**src/rtl/tff_counter.sv**
```systemverilog
// Bank of T flip-flops that toggles per-bit, counts up or down, holds, or
// parallel-loads, with terminal-count and single-cycle wrap indication.
module tff_counter #(
  parameter int               WIDTH   = 4,
  parameter logic [WIDTH-1:0] RST_VAL = '0
) (
  input  logic             Clk,
  input  logic             Reset,
  input  logic             En,
  input  logic [1:0]       Mode,
  input  logic [WIDTH-1:0] T,
  input  logic             Load,
  input  logic [WIDTH-1:0] D,
  output logic [WIDTH-1:0] Q,
  output logic [WIDTH-1:0] Q_bar,
  output logic             TC,
  output logic             Wrap
);

  typedef enum logic [1:0] {
    MODE_TOGGLE = 2'b00,
    MODE_UP     = 2'b01,
    MODE_DOWN   = 2'b10,
    MODE_HOLD   = 2'b11
  } mode_e;

  mode_e            mode;
  logic [WIDTH-1:0] q_q, q_d;
  logic             wrap_q, wrap_d;
  logic [WIDTH-1:0] up_t, dn_t, t_eff;
  logic             all_ones, all_zero;

  assign mode = mode_e'(Mode);

  // Ripple-free toggle enables: bit i flips when every lower bit is 1 (up) or 0 (down).
  assign up_t[0] = 1'b1;
  assign dn_t[0] = 1'b1;
  for (genvar i = 1; i < WIDTH; i++) begin : g_carry
    assign up_t[i] = &q_q[i-1:0];
    assign dn_t[i] = &(~q_q[i-1:0]);
  end

  assign all_ones = &q_q;
  assign all_zero = ~|q_q;

  always_comb begin
    t_eff = '0;
    if (En) begin
      unique case (mode)
        MODE_TOGGLE: t_eff = T;
        MODE_UP:     t_eff = up_t;
        MODE_DOWN:   t_eff = dn_t;
        MODE_HOLD:   t_eff = '0;
        default:     t_eff = '0;
      endcase
    end
  end

  always_comb begin
    TC     = ((mode == MODE_UP) && all_ones) || ((mode == MODE_DOWN) && all_zero);
    wrap_d = En && !Load && TC;
    q_d    = Load ? D : (q_q ^ t_eff);
  end

  // NOTE: sequential state uses non-blocking assignments so every flop samples
  // pre-edge values; the synchronous reset branch comes first to give it priority.
  always_ff @(posedge Clk) begin
    if (Reset) begin
      q_q    <= RST_VAL;
      wrap_q <= 1'b0;
    end else begin
      q_q    <= q_d;
      wrap_q <= wrap_d;
    end
  end

  assign Q     = q_q;
  assign Q_bar = ~q_q;
  assign Wrap  = wrap_q;

endmodule

```
**config.mk**
```make
export PLATFORM = sky130hd
export DESIGN_NAME = tff_counter
export DESIGN_NICKNAME = d
export VERILOG_FILES = /design/src/rtl/tff_counter.sv
export SDC_FILE = /design/constraint.sdc
export NUM_CORES = 1
export LEC_CHECK = 0
export BUFFER_PORTS_ARGS = -buffer_cell sky130_fd_sc_hd__buf_4
export CAP_MARGIN = 10
export CORE_AREA = 2 2 39 41
export DETAILED_ROUTE_END_ITERATION = 8
export DIE_AREA = 0 0 41 43
export PLACE_DENSITY = 0.67
export SYNTH_ARGS = -nofsm -noshare
export SYNTH_HDL_FRONTEND = slang
export SYNTH_SLANG_ARGS = --single-unit
```
**constraint.sdc**
```tcl
create_clock -name Clk -period 1.4 [get_ports Clk]
set_input_delay 0.07 -clock Clk [delete_from_list [all_inputs] [get_ports Clk]]
set_output_delay 0.07 -clock Clk [all_outputs]
set_load 0.005 [all_outputs]
```
## Word level (Yosys, flattened, before mapping)

Index checks and enable logic that the tools add are counted.

| word-level totals | value |
|---|---|
| latch bits | 0 |
| bits in read-only memories | 0 |
| bits of input ports | 14 |
| word-level logic and storage cells | 27 |
| bits in registers | 5 |
| memory bits (writable) | 0 |
| memories kept | 0 |

| operators by class | value |
|---|---|
| $add $sub $neg | 0 |
| bitwise logic cells | 5 |
| multipliers | 0 |
| magnitude comparators | 0 |
| div/mod/pow operators | 0 |
| multiplexer cells | 3 |
| shift operators | 0 |
| equality and inequality tests | 3 |
| reduce and logical (&&, ||, !) cells | 14 |

Operator list:

| operator | number |
|---|---|
| case mux 4 bit (4 select lines) | 1 |
| 2-to-1 mux 4 bit | 2 |
| AND reduction 3 bit | 2 |
| == test 2 bit (second input constant) | 2 |
| logical AND 1 bit | 4 |
| NOT 4 bit | 1 |
| AND reduction 2 bit | 2 |
| AND reduction 4 bit | 1 |
| OR reduction 4 bit | 1 |
| XOR 4 bit | 1 |
| NOT 3 bit | 1 |
| == test 2 x 1 -> 1 bit (second input constant) | 1 |
| zero test 1 bit | 2 |
| zero test 2 bit | 1 |
| NOT 2 bit | 1 |
| logical OR 1 bit | 1 |
| NOT 1 bit | 1 |

## Depth between registers and ports, before layout

Gate-level depths: netlist of run 1.

| logic depth | value |
|---|---|
| depth after elaboration | 6 |
| gate-level depth with buffers | 6 |

## Worst setup path before layout of run 1

No wires, ideal clock.

| timing | value |
|---|---|
| path kind | flip-flop to flip-flop |
| start | reg q_q[0] (netlist: Q[0]) |
| end | reg q_q[3] (netlist: Q[3]) |
| data arrival time | 1160 ps |
| slack | 125 ps |
| stages on the path, launching flop included | 6 |
| buffers on the path | 1 |
| cell sequence | dfxtp_1 -> buf_6 -> nor4b_2 -> o311ai_2 -> xnor2_1 -> o21a_1 |

| on the way | value |
|---|---|
| cells in the longest elaborated chain, start to end | 6 |
| elaborated cells on any way between the ends | 7 |
| those cells by class | 3 x mux; 2 x bitwise; 2 x reduce/logical |

Ends and longest elaborated chain:

| element | line | text |
|---|---|---|
| start: declaration | 28 | `logic [WIDTH-1:0] q_q, q_d;` |
| start signal: assignment | 72 | `q_q <= q_d;` |
| NOT 3 bit | 40 | `assign dn_t[i] = &(~q_q[i-1:0]);` |
| AND reduction 3 bit | 40 |  |
| case mux 4 bit (4 select lines) (*) | 49 | `unique case (mode)` |
| 2-to-1 mux 4 bit (*) | 48 | `if (En) begin` |
| XOR 4 bit (*) | 62 | `q_d = Load ? D : (q_q ^ t_eff);` |
| 2-to-1 mux 4 bit (*) | 62 |  |

Every way passes the cells marked *; elsewhere a longest branch is shown, timed or not.
A chain may end at the register's enable or synchronous reset.

## Worst setup path in the final report of run 1

| timing | value |
|---|---|
| start | reg q_q[2] (netlist: Q[2]) |
| end | out TC |

| on the way | value |
|---|---|
| cells in the longest elaborated chain, start to end | 4 |
| elaborated cells on any way between the ends | 6 |
| those cells by class | 6 x reduce/logical |

Ends and longest elaborated chain:

| element | line | text |
|---|---|---|
| OR reduction 4 bit | 44 | `assign all_zero = ~\|q_q;` |
| zero test 1 bit | 44 |  |
| logical AND 1 bit | 60 | `TC = ((mode == MODE_UP) && all_ones) \|\| ((mode == MODE_DOWN) && all_zero);` |
| logical OR 1 bit (*) | 60 |  |
| end: declaration | 16 | `output logic TC,` |

Marked as above.

==> metrics.yaml, run 1 <==
synthesis:
  synth.largest_area_cell: "dfxtp_1"
  synth_cell_types: 23
  syn_nets: 67
  yosys-top-cells-area: "dfxtp_1 24%, ha_1 9.0%, inv_1 9.0%, xnor2_1 6.3%, o21a_1 5.4%"
  ys.flop_type: "dfxtp_1"
  ys_seq_elements: 5
  synth_edf_count: 0
  avgSynthCellArea_um2: 8.33
  async_flop_share_pct: 0
  ys_seq_area_share_pct: 24.0
  yosysWarnings: 0
  synth_cells: 50
  netlist_area_um2: 417
  netlist.area_leader.share_pct: 24.0
global_routing:
  grt.busiest_layer: "met2"
  antenna_found_initial: 0
  grt_start_max_net_pins: 11
  groute.layer.met2.usage_pct: 17.8
  grt_pass1_vias: 359
  grt.met3_usage_pct: 1.57
  grt_remaining_overflow: 0
  use_met1_pct: 16.9
  grt_use_total_pct: 13.7
  grt_first_pass_wirelength_mm: 1.53
worst_setup_path:
  required_ns: 1.33
  reg2regPathDepth: 4
  crit_fanout: 5
  endpoint_kind: "primary output"
  r2r-end: "Q[3]$_SDFF_PP0_"
  startpoint_type: "flip-flop"
  reg2reg_setup_slack_ns: 0.13
  critPathKind: "reg -> out"
  reg2reg_from: "Q[2]$_SDFF_PP0_"
  worstPathArrival_ns: 1.23
timing:
  finalMaxSlewViolations: 0
  slew-limit-headroom_pct: 80.2
  hold_viol: 0
  rsz0062_at_grt: "no"
  worst_pin_slew_ns: 0.293
  fmax_mhz: 771
  fin_tns_setup_ns: 0
  period_minus_slack_ns: 1.30
  finClkSkew_ns: 0.000928
  finalSetupViolCount: 0
  post-route-period-util_pct: 92.6
pwr:
  comb_power_share_pct: 28.6
  p_switching_uw: 137
  p_clk_share_pct: 35.2
  p_leak_nw: 0.314
  p_per_area_mw_per_mm2: 770
  internal-power_uw: 349
  swShare_pct: 28.2
  p_total_uw: 487
  power_frac_seq_pct: 36.2
  vdd_ir_drop_max_uv: 278
finish:
  fin_nets: 93
  area_growth_pct: 51.7
  n_antenna_cell: 0
  utilization_pct: 45.7
  layout_commonest_cell: "buf_4"
  drive_above_1_share_pct: 42.7
  most-common-layout-cells: "23 x buf_4, 10 x inv_1, 5 x nand2_1"
route:
  routed_wl_um: 990
  first_iter_violations: 1
  ant_nets: 0
  drtPass1Iterations: 3
  drc: 0
  vias_per_cell: 4.59
  wire_per_inst_um: 10.9
  vias: 418
floorplanning:
  chipWidth_um: 41
  row_count: 14
  io_pins: 24
  die_area_mm2: 0.00176
  coreArea_mm2: 0.00138
  die_y_um: 43
  initial_utilization_pct: 30.1
clocking:
  ctsLongestPathBuffers: 2
  cts_hold_buf: 0
  cts_setup_buffers: 0
  cts.clk_slew.worst_paths_ns: 0.04
  postCtsResizedCells: 0
  clkLatencyLatePin_ns: 0.24
  cts_buffers: 3
  root_buffer: "clkbuf_4"
  cts_tree: "built"
  htree_num_levels: 1
  cts.sinks: 5
hold_path:
  min_to: "Q[1]$_SDFF_PP0_"
  hold_class: "in -> reg"
  hold_depth: 2
  min_from: "Reset"
outcome:
  status: "finished, final reports clean"
placement:
  hpwl_um: 791
  place.gp.congestion: 0.787
  port_buffers: 23
job:
  cap_viol_max_count: 0
==> critical path, cell delays in order, from the launching register on <==
cell and delay (ns):
dfxtp_1 0.46, and4_1 0.27, nand2_1 0.06, nand2_1 0.08
buf_4 0.11
==> cells in the mapped netlist (2+ instances only) <==
cell	n
o21a_1	3
ha_1	3
xnor2_1	3
a21oi_1	3
dfxtp_1	5
nand2b_1	2
nand2_1	5
and3_1	2
inv_1	10
==> state kept, by name, summed over array words and instances, names as in the netlist <==
register / cells
Wrap: 1
Q: 4
==> area by class of cell <==
cell class                 instances  area, µm²
clock buffer                       4       26.3
fill                             144        752
inverter                          10       37.5
multi-input combinational         33        273
sequential                         5        103
tap                               16       20.0
timing repair buffer              23        173
==> per-layer routing <==
metal | routed length, µm | part of all wire, % | up-vias
met3 | 66 | 6.7 | 5
met1 | 401 | 41 | 176
met2 | 471 | 48 | 18
li1 | - | - | 219
met5 | 0 | 0 | -
met4 | 51 | 5.2 | 0
==> worst max path at each step <==
stage / from / to / cells past startpoint
global route: Q[0]$_SDFF_PP0_ / Q[1]$_SDFF_PP0_ / 4
finish: Q[2]$_SDFF_PP0_ / TC / 4
CTS: Q[0]$_SDFF_PP0_ / TC / 4
global placement: Mode[0] / Q[0]$_SDFF_PP0_ / 7
floorplan: Q[0]$_SDFF_PP0_ / Q[3]$_SDFF_PP0_ / 5
detailed placement: Q[0]$_SDFF_PP0_ / Q[1]$_SDFF_PP0_ / 4
==> cell families (layout without fill, tap and decap cells) <==
kind of cell / count (synthesis) / in the layout / synth area share, %
buf+inv: 12 / 37 / 12.6
compound gates: 11 / 11 / 21.6
simple gates: 14 / 14 / 21.3
xor+xnor: 3 / 3 / 6.31
mux: 2 / 2 / 5.11
flops: 5 / 5 / 24.0
fa+ha+maj: 3 / 3 / 9.01
==> power groups by stage <==
stage / sequential (mW) / combinational, mW / clock (mW)
finish: 0.176 / 0.139 / 0.171
global placement: 0.173 / 0.137 / 0
detailed placement: 0.175 / 0.139 / 0
CTS: 0.172 / 0.140 / 0.173
floorplan: 0.168 / 0.0755 / 0
global route: 0.178 / 0.156 / 0.187
==> per-stage QoR <==
step / instances / cell area, µm² / hold WS (ns) / worst slack [ns]
after detailed placement: 87 / 594 / 0.299 / 0.0482
after global placement: 87 / 594 / 0.288 / 0.0960
after CTS: 91 / 621 / 0.0437 / 0.00637
after floorplan: 50 / 417 / 0.149 / 0.125
final: 91 / 632 / 0.0372 / 0.104
after global routing: 91 / 632 / 0.0429 / 0.0201
(Power assumes the default switching activity.)
==> inputs of run 2 (changes only) <==
==> constraint.sdc (replaced) <==
create_clock -name Clk -period 1.4 [get_ports Clk]
set_input_delay 0.42 -clock Clk [delete_from_list [all_inputs] [get_ports Clk]]
set_output_delay 0.42 -clock Clk [all_outputs]
set_load 0.005 [all_outputs]
==> run 2 against run 1 <==
The flow now finishes with violations (setup timing); worst hold slack better by 0.35 ns; critical path depth grew 3; sequential share of layout area decreased by 4.5 points; total power rose by 21%; wire length increased by 28%; cell count is 15% higher; core utilization increased by 21 points; combinational power rose by 76%; largest power group is now combinational cells; critical endpoint unchanged.
==> metrics.yaml, run 2 (same netlist as run 1, synthesis figures left out) <==
clocking:
  ctsLongestPathBuffers: 2  # unchanged
  clkLatencyLatePin_ns: 0.25  # about the same
  htree_num_levels: 1  # unchanged
  cts_tree: "built"
  cts.sinks: 5  # unchanged
  cts.clk_slew.worst_paths_ns: 0.04  # about the same
  root_buffer: "clkbuf_4"
  cts_hold_buf: 0  # unchanged
  cts_buffers: 3  # unchanged
route:
  first_iter_violations: 8  # +7
  drtPass1Iterations: 4  # +1
  vias_per_cell: 4.73  # +3.0%
  wire_per_inst_um: 12.0  # +11%
  routed_wl_mm: 1.27  # +28%
  vias: 497  # +19%
  ant_nets: 0  # unchanged
  drc: 0  # unchanged
worst_setup_path:
  startpoint_type: "primary input"
  slowest_delay_ns: 0.22  # -0.24 ns
  path_cells: "buf_8 > inv_4 > ha_4 > and4_4 > nand2_1 > nand2_2 > buf_6"
  reg2reg_setup_slack_ns: 0.06  # -0.07 ns
  crit_fanout: 2  # -3
  worstPathArrival_ns: 1.16  # -0.07 ns
  critPathKind: "in -> out"
  cp_slowest_cell: "and4_4"
  required_ns: 0.98  # -0.35 ns
  endpoint_kind: "primary output"
placement:
  port_buffers: 23  # unchanged
  place.gp.congestion: 0.697  # -11%
  place_inst: 96  # +10%
  hpwl_um: 919  # +16%
  post-place-ws_ns: -0.248  # -0.296 ns
timing:
  setup_ws_ns: -0.179  # -0.282 ns
  period_minus_slack_ns: 1.58  # +0.282 ns
  fmax_mhz: 633  # -18%
  slew-limit-headroom_pct: 82.0  # +1.8 points
  rsz0062_at_grt: "yes"
  finalMaxSlewViolations: 0  # unchanged
  fin_tns_setup_ns: -0.506  # -0.506 ns
  post-route-period-util_pct: 113  # +20 points
  finalSetupViolCount: 5  # +5
  worst_pin_slew_ns: 0.269  # -0.0236 ns
  finClkSkew_ns: 0.00127  # +0.000345 ns
  hold_viol: 0  # unchanged
finish:
  drive_above_1_share_pct: 69.7  # +27 points
  num-fill-cells: 117  # -19%
  area_growth_pct: 123
  most-common-layout-cells: "27 x buf_4, 8 x inv_1, 7 x buf_6"
  n_antenna_cell: 0  # unchanged
  largest_reg_flops: 4  # unchanged
  fin_nets: 107  # +15%
  layout_commonest_cell: "buf_4"
  final_cells: 105  # +15%
global_routing:
  grt_start_max_net_pins: 11  # unchanged
  grt_first_pass_wirelength_mm: 1.81  # +18%
  antenna_found_initial: 0  # unchanged
  grt_use_total_pct: 16.0  # +2.3 points
  grt_remaining_overflow: 0  # unchanged
  grt_pass1_vias: 463  # +29%
pwr:
  p_leak_nw: 0.415  # +32%
  vdd_ir_drop_max_uv: 455  # +64%
  p_per_area_mw_per_mm2: 633  # -18%
  p_total_uw: 588  # +21%
floorplanning:
  row_count: 14  # unchanged
  die_y_um: 43  # unchanged
  die_area_mm2: 0.00176  # unchanged
  coreArea_mm2: 0.00138  # unchanged
  chipWidth_um: 41  # unchanged
  io_pins: 24  # unchanged
  initial_utilization_pct: 30.1  # unchanged
outcome:
  status: "finished, violations left"
  violations: "setup timing"
hold_path:
  hold_class: "in -> reg"
job:
  cap_viol_max_count: 0  # unchanged
==> run 2: changes by cell type in the layout (fill, tap and decap cells not counted), moves of 3 or more <==
cell   change
buf_6      +7
buf_4      +4
ha_1       -3
ha_4       +3
==> run 2: report_power, final <==
group / internal, mW / switching [mW] / total (mW)
combinational: 0.152 / 0.0919 / 0.244
clock: 0.108 / 0.0652 / 0.173
sequential: 0.154 / 0.0168 / 0.171
==> run 2: worst paths after layout <==
kind / from / end / depth (start not counted)
max: Mode[1] / TC / 7
min reg2reg: Q[3]$_SDFF_PP0_ / Q[3]$_SDFF_PP0_ / 2
min: Reset / Q[1]$_SDFF_PP0_ / 2
max reg2reg: Q[0]$_SDFF_PP0_ / Q[2]$_SDFF_PP0_ / 5
==> run 2: repair_timing <==
item,in CTS,in global routing
setup endpoints to repair,4,7
pin swaps,6,13
gates resized for setup,6,23
buffers inserted,3,2
==> run 2: worst max-delay path, delay by kind of cell <==
family / cells / cell delay [ns]
simple gates: 3 / 0.37
buf+inv: 3 / 0.24
fa+ha+maj: 1 / 0.12
==> run 2: final cells by class <==
cell class | count | area [µm²] | area share (%)
clock buffer | 4 | 26.3 | 2.83
inverter | 10 | 45.0 | 4.85
multi-input combinational | 33 | 397 | 42.7
sequential | 5 | 109 | 11.7
tap | 16 | 20.0 | 2.16
timing repair buffer | 37 | 332 | 35.7
==> run 2: per-layer routing <==
metal	vias to the layer above	track usage [%]	routed length [µm]
met5	-	0	0
met4	0	12.0	31
met3	4	6.28	99
met2	19	25.3	624
met1	227	15.7	509
li1	247	-	-
==> run 2: through the flow <==
stage                     hold slack (ns)  util, %  area [µm²]
after floorplan                     0.499        -         493
after global placement              0.634     54.2         751
after detailed placement            0.629     54.2         751
after CTS                           0.361     59.0         816
after global routing                0.386     67.1         928
final                               0.391     67.1         928
==> inputs of run 3 (changes only) <==
--- a/config.mk
+++ b/config.mk
@@ -11,6 +11,7 @@
 export DETAILED_ROUTE_END_ITERATION = 8
 export DIE_AREA = 0 0 41 43
 export PLACE_DENSITY = 0.67
+export SKIP_CTS_REPAIR_TIMING = 1
 export SYNTH_ARGS = -nofsm -noshare
 export SYNTH_HDL_FRONTEND = slang
 export SYNTH_SLANG_ARGS = --single-unit
==> run 3 against run 2 <==
The run still ends with setup timing left; register-to-register slack about the same; die area unchanged; combinational power down 8.2%; worst hold slack worse by 0.0027 ns; sequential share of layout area up 0.59 points; first-iteration DRC count down 63%; core utilization down 4.7 points; clock-buffer cell count unchanged; setup slack worse by 0.0070 ns; highest routed layer unchanged.
==> metrics.yaml, run 3 (same netlist as run 1, synthesis figures left out) <==
hold_path:
  hold_depth: 2  # unchanged
  min_from: "Reset"
  min_to: "Q[1]$_SDFF_PP0_"
  hold_class: "in -> reg"
worst_setup_path:
  crit_fanout: 3  # +1
  r2r-end: "Q[2]$_SDFF_PP0_"
  reg2reg_from: "Q[0]$_SDFF_PP0_"
  reg2regPathDepth: 5  # unchanged
  slowest_delay_ns: 0.21  # about the same
  reg2reg_setup_slack_ns: 0.05  # about the same
  startpoint_type: "primary input"
  path_cells: "buf_8 > inv_4 > ha_4 > and4_4 > nand2_1 > nand2_2 > buf_6"
  endpoint_kind: "primary output"
  required_ns: 0.98  # about the same
  cp_num_buf_inv: 3  # unchanged
  cp_slowest_cell: "and4_4"
  worstPathArrival_ns: 1.17  # about the same
  cp_top_family: "simple AND/OR/NAND/NOR gates"
  critPathKind: "in -> out"
timing:
  setup_ws_ns: -0.186  # -0.00703 ns
  fmax_mhz: 631  # -0.44%
  rsz0062_at_grt: "yes"
  finClkSkew_ns: 0.00113  # -0.000142 ns
  period_minus_slack_ns: 1.59  # +0.00703 ns
  finalSetupViolCount: 1  # -4
  worst_pin_slew_ns: 0.401  # +0.131 ns
  post-route-period-util_pct: 113  # +0.50 points
  slew-limit-headroom_pct: 73.1  # -8.9 points
  finalHoldWorstSlack_ns: 0.389  # -0.00270 ns
  fin_tns_setup_ns: -0.186  # +0.321 ns
  finalMaxSlewViolations: 0  # unchanged
  hold_viol: 0  # unchanged
outcome:
  violations: "setup timing"
  status: "finished, violations left"
finish:
  final_cells: 102  # -2.9%
  most-common-layout-cells: "28 x buf_4, 8 x inv_1"
  fin_nets: 104  # -2.8%
  n_antenna_cell: 0  # unchanged
  num-fill-cells: 120  # +2.6%
  stdcell_area_um2: 863  # -7.0%
  largest_reg_flops: 4  # unchanged
  area_growth_pct: 107
  layout_commonest_cell: "buf_4"
  drive_above_1_share_pct: 66.3  # -3.4 points
route:
  drtPass1Iterations: 2  # -2
  drc: 0  # unchanged
  vias: 474  # -4.6%
  first_iter_violations: 3  # -5
  vias_per_cell: 4.65  # -1.8%
  wire_per_inst_um: 11.9  # -1.1%
  routed_wl_mm: 1.22  # -4.0%
  ant_nets: 0  # unchanged
job:
  cap_viol_max_count: 0  # unchanged
floorplanning:
  chipWidth_um: 41  # unchanged
  die_area_mm2: 0.00176  # unchanged
  die_y_um: 43  # unchanged
  coreArea_mm2: 0.00138  # unchanged
  io_pins: 24  # unchanged
  row_count: 14  # unchanged
  initial_utilization_pct: 30.1  # unchanged
placement:
  place_inst: 96  # unchanged
  place.gp.congestion: 0.697  # unchanged
  post-place-ws_ns: -0.248  # unchanged
  port_buffers: 23  # unchanged
  placed_area_um2: 751  # unchanged
  hpwl_um: 919  # unchanged
clocking:
  root_buffer: "clkbuf_4"
  htree_num_levels: 1  # unchanged
  cts_buffers: 3  # unchanged
  clkLatencyLatePin_ns: 0.25  # about the same
  cts.clk_slew.worst_paths_ns: 0.04  # about the same
  cts_tree: "built"
  ctsLongestPathBuffers: 2  # unchanged
  cts.sinks: 5  # unchanged
pwr:
  vdd_ir_drop_max_uv: 452  # -0.67%
  p_per_area_mw_per_mm2: 660  # +4.2%
  p_leak_nw: 0.388  # -6.6%
global_routing:
  grt_pass1_vias: 434  # -6.3%
  grt_first_pass_wirelength_mm: 1.72  # -4.9%
  grt_start_max_net_pins: 11  # unchanged
  grt_remaining_overflow: 0  # unchanged
  antenna_found_initial: 0  # unchanged
  grt_use_total_pct: 15.3  # -0.70 points
## run 3: cell types whose count changed in the layout (fill, tap and decap cells not counted), sizes merged
cell,previous run,this run
clkinv,1,0
inv,9,10
buf,37,34
## run 3: worst max path at each step
stage | startpoint | end | slack [ns] | depth (start not counted)
after CTS | Mode[1] | TC | -0.25 | 7
after detailed placement | Mode[0] | Q[2]$_SDFF_PP0_ | -0.25 | 8
after global placement | Mode[0] | Q[3]$_SDFF_PP0_ | -0.25 | 8
after global routing | Mode[0] | TC | -0.23 | 7
final | Mode[1] | TC | -0.19 | 7
after floorplan | Mode[1] | Q[0]$_SDFF_PP0_ | 0.003 | 6
## run 3: final cells by class
cell class                 instances  area, µm²  area share (%)
multi-input combinational         33        374            43.3
timing repair buffer              34        294            34.1
sequential                         5        106            12.3
clock buffer                       4       26.3            3.04
inverter                          10       42.5            4.93
tap                               16       20.0            2.32
## run 3: through the flow
stage	total power, mW	utilization [%]
2_1_floorplan	0.263	-
3_3_place_gp	0.365	54.2
3_5_place_dp	0.369	54.2
4_1_cts	0.554	56.1
5_1_grt	0.609	62.4
6_report	0.570	62.4
## run 3: layer usage
layer | share of wire, % | up-vias | wire length (µm) | global-route usage, %
met5 | 0 | - | 0 | 0
met4 | 2.6 | 0 | 32 | 12.0
met3 | 8.5 | 4 | 103 | 6.28
met2 | 53 | 19 | 649 | 23.1
met1 | 35 | 211 | 430 | 15.7
li1 | - | 240 | - | -
## run 3: where the power goes
group	switching, mW	internal (mW)
clock network	0.0661	0.108
logic	0.0852	0.139
registers	0.0164	0.155
